$ cat src/rtl/cpu_pkg.sv
// Shared CPU definitions: default fetch geometry, opcode encodings and
// a sizing helper for beat counters.
package cpu_pkg;

    localparam int OP_W      = 3;
    localparam int BUS_W_DEF = 8;
    localparam int BEATS_DEF = 2;

    typedef enum logic [OP_W-1:0] {
        HLT = 3'd0,
        SKZ = 3'd1,
        ADD = 3'd2,
        AND = 3'd3,
        XOR = 3'd4,
        LDA = 3'd5,
        STO = 3'd6,
        JMP = 3'd7
    } opcode_e;

    // A counter over `beats` positions never narrower than one bit.
    function automatic int beat_idx_w(input int beats);
        return (beats > 2) ? $clog2(beats) : 1;
    endfunction

endpackage

$ cat src/rtl/instr_out_stage.sv
// Single-entry valid/ready holding register. A load and a consume in the
// same cycle replace the held word without a bubble.
module instr_out_stage #(
    parameter int W = 16
) (
    input  logic         clk,
    input  logic         rst_n,
    input  logic         flush,
    input  logic         load,
    input  logic [W-1:0] load_data,
    input  logic         consume,
    output logic         valid,
    output logic [W-1:0] data,
    output logic         space
);

    logic         valid_reg;
    logic [W-1:0] data_reg;

    // Room for a new word now, or at the same edge the held word leaves.
    assign space = !valid_reg || consume;
    assign valid = valid_reg;
    assign data  = data_reg;

    always_ff @(posedge clk or negedge rst_n) begin
        if (!rst_n) begin
            valid_reg <= 1'b0;
            data_reg  <= '0;
        end else if (flush) begin
            valid_reg <= 1'b0;
        end else if (load) begin
            valid_reg <= 1'b1;
            data_reg  <= load_data;
        end else if (consume) begin
            valid_reg <= 1'b0;
        end
    end

endmodule

$ cat src/rtl/instr_assembler.sv
// Instruction fetch register: gathers BEATS bus beats (MSB beat first) into
// one instruction and presents it as opcode/operand through a valid/ready stage.
module instr_assembler #(
    parameter int BUS_W        = cpu_pkg::BUS_W_DEF,
    parameter int BEATS        = cpu_pkg::BEATS_DEF,
    parameter int OP_W         = cpu_pkg::OP_W,
    parameter int ABORT_ON_GAP = 1
) (
    input  logic                                     clk,
    input  logic                                     rst_n,
    input  logic                                     flush,
    input  logic                                     in_valid,
    input  logic [BUS_W-1:0]                         in_data,
    output logic                                     in_ready,
    output logic                                     out_valid,
    input  logic                                     out_ready,
    output logic [OP_W-1:0]                          opcode,
    output logic [BUS_W*BEATS-OP_W-1:0]              operand,
    output logic [cpu_pkg::beat_idx_w(BEATS)-1:0]    beat_idx,
    output logic                                     partial
);
    import cpu_pkg::*;

    localparam int INSTR_W = BUS_W * BEATS;
    localparam int IDX_W   = beat_idx_w(BEATS);
    localparam logic [IDX_W-1:0] LAST_IDX = IDX_W'(BEATS - 1);

    logic [IDX_W-1:0]   beat_idx_reg;
    wire  [INSTR_W-BUS_W-1:0] buf_flat;
    logic [INSTR_W-1:0] instr;
    logic               is_last;
    logic               accept;
    logic               out_space;

    assign is_last  = (beat_idx_reg == LAST_IDX);
    // Only the final beat needs output room; earlier beats overlap a stalled output.
    assign in_ready = !flush && (!is_last || out_space);
    assign accept   = in_valid && in_ready;
    assign instr    = {buf_flat, in_data};
    assign beat_idx = beat_idx_reg;
    assign partial  = (beat_idx_reg != '0);

    genvar gi;
    generate
        for (gi = 0; gi < BEATS - 1; gi++) begin : g_slot
            logic [BUS_W-1:0] slot_reg;

            always_ff @(posedge clk or negedge rst_n) begin
                if (!rst_n) begin
                    slot_reg <= '0;
                end else if (accept && beat_idx_reg == IDX_W'(gi)) begin
                    slot_reg <= in_data;
                end
            end

            assign buf_flat[INSTR_W-BUS_W-1-gi*BUS_W -: BUS_W] = slot_reg;
        end
    endgenerate

    always_ff @(posedge clk or negedge rst_n) begin
        if (!rst_n) begin
            beat_idx_reg <= '0;
        end else if (flush) begin
            beat_idx_reg <= '0;
        end else if (accept) begin
            beat_idx_reg <= is_last ? '0 : beat_idx_reg + 1'b1;
        end else if (ABORT_ON_GAP != 0 && partial) begin
            // A missed beat mid-fetch discards the partial instruction.
            beat_idx_reg <= '0;
        end
    end

    logic [INSTR_W-1:0] out_data;

    instr_out_stage #(
        .W(INSTR_W)
    ) u_out_stage (
        .clk       (clk),
        .rst_n     (rst_n),
        .flush     (flush),
        .load      (accept && is_last),
        .load_data (instr),
        .consume   (out_ready),
        .valid     (out_valid),
        .data      (out_data),
        .space     (out_space)
    );

    assign opcode  = out_data[INSTR_W-1 -: OP_W];
    assign operand = out_data[INSTR_W-OP_W-1:0];

endmodule

$ cat config.mk
export PLATFORM = sky130hd
export DESIGN_NAME = instr_assembler
export DESIGN_NICKNAME = d
export VERILOG_FILES = /design/src/rtl/cpu_pkg.sv /design/src/rtl/instr_out_stage.sv /design/src/rtl/instr_assembler.sv
export SDC_FILE = /design/constraint.sdc
export NUM_CORES = 1
export LEC_CHECK = 0
export CORE_AREA = 10 10 63 65
export DETAILED_ROUTE_END_ITERATION = 16
export DIE_AREA = 0 0 73 75
export PLACE_DENSITY = 0.76
export REMOVE_ABC_BUFFERS = 1
export SLEW_MARGIN = 20
export SYNTH_ARGS = -nofsm -noshare
export SYNTH_HDL_FRONTEND = slang
export SYNTH_SLANG_ARGS = --single-unit
$ cat constraint.sdc
create_clock -name clk -period 1.2 [get_ports clk]
set_input_delay 0.12 -clock clk [delete_from_list [all_inputs] [get_ports clk]]
set_output_delay 0.12 -clock clk [all_outputs]
set_load 0.02 [all_outputs]
==> impl_metrics.ini <==
[clock_network]
ctsHoldBuffers = 0
cts.reportedPaths.clkPinSlew_ns = 0.15
ctsRootBufferMaster = clkbuf_4
numCtsBuffers = 3
cts_sinks = 26
tritoncts = done
clkLatencyLatePin_ns = 0.33
clk_path_buf_depth = 2
cts_htree_levels = 1

[sta]
hold_violations = 0
fin_hold_ws_ns = 0.122
worst_pin_slew_ns = 0.320
finalMaxSlewViolations = 0
finalSetupViolations = 26
slew-limit-headroom_pct = 78.7
finalCritPeriodShare_pct = 115
setup_ws_ns = -0.182
fmax_mhz = 724
fin_crit_ns = 1.38
worst_clock_skew_ns = 0.0162
rsz0062_at_grt = true

[grt]
grt_pass1_vias = 735
grt_overflow = 0
grt_usage_pct = 8.57
grt_antenna_before_repair = 0
grt_max_degree = 27
grt_first_pass_wirelength_um = 3760

[place]
numPortBuffers = 32
gp_congestion = 0.624
dp_hpwl_um = 1610
place_area_um2 = 1410
dp_slack_ns = -0.420

[synthesis]
ys_warn_count = 0
synth_top_area_share_pct = 62.1
synth_top_area_cell = dfrtp_1
ys_seq_elements = 26
synth_cell_types = 13
syn-mean-instance-area_um2 = 17.5
netlist_area_um2 = 1050
ys_seq_area_share_pct = 62.1
syn_inst = 60
synthTopCellsByArea = dfrtp_1 (62%), mux2_2 (16%), mux2_4 (13%), buf_12 (1.9%), nand2b_4 (1.3%)

[worst_setup_path]
crit_family = flip-flops
cp_cell_sequence = nand2b_4 > and4b_2 > buf_6 > mux2_4
slowest_stage = dfrtp_1
worst-path-buf-inv = 1
cp.required_ns = 1.44
slowest_delay_ns = 0.43
worstPathArrival_ns = 1.62
crit_fanout = 6
cp-end-kind = flop
setup.worst_path.start_class = flop
critical_path_class = reg2reg

[finish]
final_common_cell = dfrtp_1
area_growth_syn_to_layout_pct = 51.7
final_cell_mix = dfrtp_1 (25), mux2_4 (24), clkdlybuf4s50_1 (12)
fin_nets = 117
largest_register_ffs = 16
antenna_cells = 0
drive_above_1_share_pct = 51.5
fin_area_um2 = 1590

[route]
dr.first_iter.drc_count = 2
via_count = 651
drt-total-wl_um = 2400
ant_nets = 0
dr.pass1.iters = 2
avgRoutedWirePerCell_um = 17.9
drc = 0
vias_per_cell = 4.86

[status]
violations = setup timing
status = complete, but fails checks

[floorplan]
die_area_um2 = 5480
start_util_pct = 38.6
num_rows = 19
die_w_um = 73
die_h_um = 75
core_um2 = 2710
io-pin-count = 33

[power]
total_power_mw = 2.74
power_per_cell_area_nw_per_um2 = 1720
irDropWorstVdd_mv = 1.10
leakage_nw = 0.755

[hold_path]
hold_path.class = in2async

[flow_run]
drv_cap = 0
[what timing repair did]
action	4_1_cts	5_1_grt
cloned	1	1
endpoints found under the setup margin	44	41
setup buffers	2	2
pin swaps	1	2
gates resized for setup	50	32
[metal layers]
| layer | vias up | wire length (µm) | global-route usage [%] |
|---|---|---|---|
| met5 | - | 0 | 0 |
| met4 | 0 | 28 | 1.90 |
| met3 | 5 | 155 | 3.42 |
| met2 | 20 | 1160 | 13.5 |
| met1 | 331 | 1050 | 10.8 |
| li1 | 295 | - | - |
[cell usage after synthesis]
| cell | n |
|---|---|
| a31oi_1 | 1 |
| and4b_1 | 1 |
| buf_12 | 1 |
| buf_2 | 1 |
| buf_4 | 1 |
| buf_6 | 1 |
| dfrtp_1 | 26 |
| inv_1 | 1 |
| mux2_2 | 15 |
| mux2_4 | 9 |
| nand2b_4 | 1 |
| nor3b_1 | 1 |
| o21bai_1 | 1 |
[path summary, 6_finish.rpt]
kind                                                        from                          endpoint  slack, ns  cells past startpoint
worst max-delay path               u_out_stage.valid$_DFFE_PN0P_  u_out_stage.data[11]$_DFFE_PN0P_      -0.18                      4
worst min-delay path                                       rst_n           buf_flat[5]$_DFFE_PN0P_       0.12                      2
worst max register to register     u_out_stage.valid$_DFFE_PN0P_  u_out_stage.data[11]$_DFFE_PN0P_      -0.18                      4
worst min register to register  u_out_stage.data[10]$_DFFE_PN0P_  u_out_stage.data[10]$_DFFE_PN0P_       0.52                      1
max in group asynchronous                                  rst_n                beat_idx$_DFF_PN0_       0.80                      2
min in group clk                                      in_data[4]   u_out_stage.data[4]$_DFFE_PN0P_       0.43                      2
[through the flow]
stage / utilization, % / cells / setup TNS (ns)
finish: 58.6 / 134 / -3.78
global route: 58.6 / 134 / -4.90
CTS: 56.3 / 131 / -3.10
detailed placement: 52.1 / 124 / -9.54
global placement: 52.1 / 124 / -8.57
floorplan: - / 56 / -15.29
[report_power, final]
part	internal [mW]	total, mW	leakage [nW]	switching (mW)
Combinational	0.506	0.910	0.413	0.404
Clock	0.338	0.608	0.0279	0.270
Sequential	1.09	1.22	0.313	0.131
Total	1.93	2.74	0.755	0.806
[layout make-up]
cell class	instances	area [µm²]
Inverter	1	3.75
Multi-Input combinational cell	29	429
Clock inverter	1	30.0
Sequential cell	26	652
Fill cell	235	1120
Tap cell	31	38.8
Timing Repair Buffer	43	413
Clock buffer	3	22.5
[kinds of logic after synthesis]
group / count (synthesis) / share of synthesized area [%]
simple gates: 3 / 2.99
compound gates: 2 / 1.31
mux: 24 / 29.0
buf+inv: 5 / 4.54
flops: 26 / 62.1
No activity file was read; power rests on OpenSTA's default activity.
